$ cat config.mk
export PLATFORM = sky130hd
export DESIGN_NAME = uart_tx_frame
export DESIGN_NICKNAME = d
export VERILOG_FILES = /design/src/rtl/uart_tx_frame.sv
export SDC_FILE = /design/constraint.sdc
export NUM_CORES = 1
export LEC_CHECK = 0
export CAP_MARGIN = 10
export CORE_UTILIZATION = 43
export CTS_CLUSTER_SIZE = 30
export DETAILED_ROUTE_END_ITERATION = 7
export MAX_ROUTING_LAYER = met4
export SYNTH_ARGS = -nofsm -noshare
export SYNTH_HDL_FRONTEND = slang
export SYNTH_SLANG_ARGS = --single-unit
$ cat constraint.sdc
create_clock -name clk -period 3.55 [get_ports clk]
set_input_delay 0.71 -clock clk [delete_from_list [all_inputs] [get_ports clk]]
set_output_delay 0.71 -clock clk [all_outputs]
set_load 0.01 [all_outputs]
$ cat src/rtl/uart_tx_frame.sv
// uart_tx_frame: parametrised UART transmitter with a one-entry holding buffer.
// A frame is start, DATA_BITS data bits (LSB first), an optional parity bit
// and STOP_BITS stop bits. Each bit lasts BAUD_DIV clocks. The holding buffer
// lets a second byte wait while a frame is on the line, so frames can run
// back-to-back with no idle clocks between them.
module uart_tx_frame #(
    parameter int BAUD_DIV  = 104,
    parameter int DATA_BITS = 8,
    parameter int PARITY    = 0,
    parameter int STOP_BITS = 1
) (
    input  logic                 clk,
    input  logic                 reset_n,
    input  logic [DATA_BITS-1:0] tx_data,
    input  logic                 tx_valid,
    output logic                 tx_ready,
    output logic                 tx_line,
    output logic                 tx_busy
);

    localparam int              CW        = (BAUD_DIV > 1) ? $clog2(BAUD_DIV) : 1;
    localparam logic [CW-1:0]   BAUD_LAST = CW'(BAUD_DIV - 1);
    localparam logic [2:0]      DATA_LAST = 3'(DATA_BITS - 1);
    localparam logic [2:0]      STOP_LAST = 3'(STOP_BITS - 1);
    localparam bit              HAS_PAR   = (PARITY != 0);
    localparam bit              ODD_PAR   = (PARITY == 1);

    typedef enum logic [2:0] {
        S_IDLE,
        S_START,
        S_DATA,
        S_PARITY,
        S_STOP
    } state_t;

    state_t                 state_reg, state_next;
    logic [CW-1:0]          baud_reg, baud_next;
    logic [2:0]             bit_reg, bit_next;
    logic [DATA_BITS-1:0]   shift_reg, shift_next;
    logic                   parity_reg, parity_next;
    logic [DATA_BITS-1:0]   buf_reg, buf_next;
    logic                   buf_full_reg, buf_full_next;
    logic                   line_reg, line_next;

    logic                   bit_end;
    logic                   accept;

    // Parity is taken from the whole byte at load time, since the shifter
    // destroys the data while it is being sent.
    function automatic logic frame_parity(input logic [DATA_BITS-1:0] d);
        return ODD_PAR ? ~(^d) : (^d);
    endfunction

    assign bit_end  = (baud_reg == '0);
    assign accept   = tx_valid && !buf_full_reg;

    assign tx_ready = !buf_full_reg;
    assign tx_busy  = (state_reg != S_IDLE) || buf_full_reg;
    assign tx_line  = line_reg;

    // Next-state logic: bit timing, shifter, holding buffer and line level.
    always_comb begin
        state_next    = state_reg;
        baud_next     = baud_reg;
        bit_next      = bit_reg;
        shift_next    = shift_reg;
        parity_next   = parity_reg;
        buf_next      = buf_reg;
        buf_full_next = buf_full_reg;

        if (state_reg == S_IDLE) begin
            // From idle the byte bypasses the buffer and goes straight out.
            if (accept) begin
                state_next  = S_START;
                baud_next   = BAUD_LAST;
                bit_next    = '0;
                shift_next  = tx_data;
                parity_next = frame_parity(tx_data);
            end
        end else begin
            baud_next = bit_end ? BAUD_LAST : baud_reg - 1'b1;

            if (accept) begin
                buf_next      = tx_data;
                buf_full_next = 1'b1;
            end

            if (bit_end) begin
                case (state_reg)
                    S_START: begin
                        state_next = S_DATA;
                        bit_next   = '0;
                    end
                    S_DATA: begin
                        if (bit_reg == DATA_LAST) begin
                            state_next = HAS_PAR ? S_PARITY : S_STOP;
                            bit_next   = '0;
                        end else begin
                            bit_next   = bit_reg + 3'd1;
                            shift_next = shift_reg >> 1;
                        end
                    end
                    S_PARITY: begin
                        state_next = S_STOP;
                        bit_next   = '0;
                    end
                    S_STOP: begin
                        if (bit_reg == STOP_LAST) begin
                            if (buf_full_reg) begin
                                // Buffered byte follows with no idle gap.
                                state_next    = S_START;
                                bit_next      = '0;
                                shift_next    = buf_reg;
                                parity_next   = frame_parity(buf_reg);
                                buf_full_next = 1'b0;
                            end else if (accept) begin
                                // A byte arriving on the very last stop clock
                                // goes straight to the shifter rather than
                                // being stranded in the buffer while idle.
                                state_next    = S_START;
                                bit_next      = '0;
                                shift_next    = tx_data;
                                parity_next   = frame_parity(tx_data);
                                buf_full_next = 1'b0;
                            end else begin
                                state_next = S_IDLE;
                                baud_next  = '0;
                                bit_next   = '0;
                            end
                        end else begin
                            bit_next = bit_reg + 3'd1;
                        end
                    end
                    default: begin
                        state_next = S_IDLE;
                    end
                endcase
            end
        end

        // The line register is loaded with the level of the state being entered.
        case (state_next)
            S_START:  line_next = 1'b0;
            S_DATA:   line_next = shift_next[0];
            S_PARITY: line_next = parity_next;
            default:  line_next = 1'b1;
        endcase
    end

    // State and datapath registers; reset abandons any frame and buffered byte.
    always_ff @(posedge clk or negedge reset_n) begin
        if (!reset_n) begin
            state_reg    <= S_IDLE;
            baud_reg     <= '0;
            bit_reg      <= '0;
            shift_reg    <= '0;
            parity_reg   <= 1'b0;
            buf_reg      <= '0;
            buf_full_reg <= 1'b0;
            line_reg     <= 1'b1;
        end else begin
            state_reg    <= state_next;
            baud_reg     <= baud_next;
            bit_reg      <= bit_next;
            shift_reg    <= shift_next;
            parity_reg   <= parity_next;
            buf_reg      <= buf_next;
            buf_full_reg <= buf_full_next;
            line_reg     <= line_next;
        end
    end

endmodule

Word level (Yosys, flattened, before mapping)
Index checks and enable logic that the tools add are counted.

operators by class
  bitwise operators = 1
  reduce and logical (&&, ||, !) cells = 16
  mux-type cells = 42
  eq/ne operators = 11
  add/sub/neg operators = 2

operators with widths
  kind                   count
  $mux W7                8
  $mux W8                6
  $mux W3                10
  $pmux W8 S2            1
  $reduce_xor A8 Y1      2
  $mux W1                14
  $eq A3 B2 Y1 const B   4
  $pmux W3 S4            1
  $pmux W3 S3            1
  $logic_not A7 Y1       1
  $sub A7 B1 Y7 const B  1
  $eq A3 B1 Y1 const B   2
  $eq A3 B3 Y1 const B   2
  $logic_not A3 Y1       2
  $ne A3 B3 Y1 const B   2
  $reduce_bool A3 Y1     2
  $reduce_and A4 Y1      1
  $reduce_bool A4 Y1     1
  $add A3 B1 Y3 const B  1
  $pmux W1 S3            1
  $reduce_and A3 Y1      1
  $ne A2 B2 Y1 const B   1
  $reduce_and A2 Y1      1
  $reduce_bool A2 Y1     1
  other kinds (5)        5

storage, ports and cells
  register bits after elaboration = 32
  logic and storage cells = 81
  bits of input ports = 11
  output and inout port bits = 3

Depth between registers and ports, before layout
  depth after elaboration = 10
  mapped depth = 9
  gate-level depth less buffers = 8

Worst setup path after synthesis
No wires, ideal clock.

  path kind = input to register
  start point = input port tx_valid
  end point = register line_reg (netlist: tx_line)
  data required time = 3.468 ns
  data arrival time = 2.020 ns
  cell stages on the path = 7
  slack = 1.449 ns
  path through = buf_2 mux2_2 mux2i_1 o21ai_0 a211oi_1 a21oi_1 a211o_1

on the way
  elaborated cells between the ends (all ways) = 24
  those cells by class = eq/ne (3); mux (20); reduce/logical (1)

RTL lines
  element                  RTL line  text
  start: declaration       15        input logic tx_valid,
  $logic_and A1 B1 Y1 *    55        assign accept = tx_valid && !buf_full_reg;
  $mux W8 *                73, 116
  $mux W8                  109       if (buf_full_reg) begin
  $mux W8                  108       if (bit_reg == STOP_LAST) begin
  $pmux W8 S2              89        case (state_reg)
  $mux W8                  88        if (bit_end) begin
  $mux W8 *                71        if (state_reg == S_IDLE) begin
  named net shift_next[0]  39        logic [DATA_BITS-1:0] shift_reg, shift_next;
  $pmux W1 S3 *            142       case (state_next)
  named net line_next      43        logic line_reg, line_next;
  end signal: assignment   169       line_reg <= line_next;
  end: declaration         43

Mark *: on every way through the listed nets, which the timed path passes. The rest lies on a longest branch. The select of a mux whose other input is x is not followed.
A chain may end at the register's enable or synchronous reset.

Final worst setup path
  start point = register buf_full_reg
  end point = output port tx_busy

on the way
  cells in the longest elaborated chain, start to end = 1

RTL lines
  element                   RTL line  text
  start: declaration        42        logic buf_full_reg, buf_full_next;
  start signal: assignment  168       buf_full_reg <= buf_full_next;
  $logic_or A1 B1 Y1        58        assign tx_busy = (state_reg != S_IDLE) || buf_full_reg;
  end: declaration          18        output logic tx_busy

Every way passes these cells.

==> flow_summary.ini <==
[timing]
timing.fmax_mhz = 394
timing.hold.ws_ps = 525
layout_min_cycle_time_ps = 2540
finalMaxSlewViolations = 0
relSlewSlack_pct = 60.2
worstMarginPinSlew_ps = 596
finalHoldViolCount = 0
finalSetupTns_ps = 0
rsz0062_at_grt = no
finalSetupViolations = 0
period_share_pct = 71.4
skew_ps = 8.33

[placement]
port_buffers = 13
routabilityCongestion = 0.861
hpwl_mm = 3.51

[logic_synthesis]
synth_edf_count = 0
syn_inst = 233
synth_top_cell_by_area = dfrtp_1
syn_nets = 249
yosysSeqAreaShare_pct = 36.6
netlist_area_um2 = 2190
ys_ff_latch = 32
avgSynthCellArea_um2 = 9.41
synth_ff_type = dfrtp_1
yosysTopAreaCellShare_pct = 35.4
ys_async_sr_fraction_pct = 100
synth-warning-count = 0
synth_area_leaders = dfrtp_1 35%, xnor2_1 4.8%, mux2_2 4.6%
ys_types = 59

[drt]
drt_pass1_iterations = 4
dr.first_iter.drc_count = 182
met3_wirelength_um = 144
wl_met1_mm = 2.57
via_count = 1758
wire_per_inst_um = 15.8
drt_wl_total_mm = 4.92
top_layer = met4
met2WireLength_mm = 2.14
drtAntennaViolNets = 0
viasPerCell = 5.65
drc_errors = 0

[worst_hold_path]
holdPathStages = 1
hold_path.class = reg -> reg
min_from = bit_reg[2]
min_to = bit_reg[2]

[clock_network]
cts_root_buffer = clkbuf_8
clock-sinks = 32
clk_latency_ps = 290
post_cts_resized = 0
ctsHoldBuffers = 0
cts_tree = built
htreeDepth = 2
cts.clk_slew.worst_paths_ps = 70
cts_max_path_buffers = 2
cts_made_buffers = 5
cts_setup_buffers = 0

[final_layout]
final_cell_mix = 31 x dfrtp_1, 25 x nand2_1, 16 x nor2_1
final_common_cell = dfrtp_1
diodes = 0
post-route-util_pct = 50.9
layout.nets = 259
drive_gt1_share_pct = 14.8
area.growth.synth_to_final_pct = 11.8

[global_route]
grt_pass1_wl_mm = 8.38
grt_overflow = 0
grt_pass1_vias = 1648
grt_max_degree = 33
grt_use_total_pct = 21.3
antenna_found_initial = 0

[pwr]
power.leakage_nw = 1.01
ir_worst_vdd_mv = 0.355
pwr_density_cell_nw_per_um2 = 640
finalPower_mw = 1.57

[critical_path]
r2r_cells = 8
startpoint_type = flop
reg2reg_setup_slack_ps = 1190
r2r_start = baud_reg[0]
arrival_ps = 1830
worst-path-max-fanout = 19
r2r-end = tx_line
crit_required_ps = 2840
cp-end-kind = output port
critPathKind = reg -> out

[floorplanning]
fp-row-count = 25
die_w_um = 73.4
dieHeight_um = 73.4
initial_utilization_pct = 45.5
ioPinCount = 14
design.core.area_um2 = 4820
die-area_um2 = 5390

[job]
maxCapViolations = 0

[status]
outcome = finished clean
## per-stage QoR
step	setup slack, ps	area (um2)	cells
after floorplan	1450	2190	233
after global placement	980	2360	303
after detailed placement	916	2360	303
after CTS	989	2450	311
after global routing	879	2450	311
final	1010	2450	311
## metal layers
| metal | up-vias | global-route usage [%] |
|---|---|---|
| li1 | 875 | - |
| met1 | 854 | 31.9 |
| met3 | 7 | 3.43 |
| met2 | 22 | 29.0 |
| met4 | 0 | 7.05 |
| met5 | - | - |
## cell usage after synthesis (all sizes together), types with 3 or more instances
cell and n:
dfrtp 31, nand2 26, nor2 19, o21ai 17, xnor2 12, buf 11
a21oi 9, inv 9, mux2 9, mux2i 9, a22oi 7, a221o 6
ha 5, a31oi 4, nand2b 4, nor3 4, a21o 3, clkbuf 3
nand3 3, nor2b 3, nor4 3, o31ai 3, or3 3
## kinds of logic after synthesis
kind of cell             synth area share (%)
AND/OR/NAND/NOR                          17.7
adder cells (fa/ha/maj)                  3.31
XOR/XNOR                                 5.59
buffers and inverters                    4.96
flip-flops                               36.6
AO/OA/AOI/OAI                            23.1
multiplexers                             8.73
## power by group
| part | total (mW) | internal (mW) | switching (mW) | leakage [nW] |
|---|---|---|---|---|
| clock | 0.295 | 0.158 | 0.137 | 0.0455 |
| sequential | 0.611 | 0.483 | 0.128 | 0.391 |
| combinational | 0.663 | 0.330 | 0.334 | 0.573 |
## worst max-delay path, cell delays in order (launching register included)
cell and delay, ps:
dfrtp_1 650, inv_1 260, nand2_1 100, clkdlybuf4s50_1 530
## cell type report
| class | count | area, um2 |
|---|---|---|
| Multi-Input combinational cell | 178 | 1280 |
| Tap cell | 67 | 83.8 |
| Timing Repair Buffer | 17 | 160 |
| Fill cell | 474 | 2360 |
| Clock buffer | 8 | 90.1 |
| Sequential cell | 32 | 802 |
| Inverter | 9 | 33.8 |
## how the worst max path moves through the flow
stage	from	to	slack, ps	depth (start not counted)
after global placement	tx_valid	tx_line	980	6
final	buf_full_reg	tx_busy	1010	3
after CTS	buf_full_reg	tx_busy	990	3
after global routing	buf_full_reg	tx_busy	880	3
after floorplan	tx_valid	tx_line	1450	7
after detailed placement	tx_valid	tx_line	920	6
Note: power is estimated with default switching activity, not from simulation.
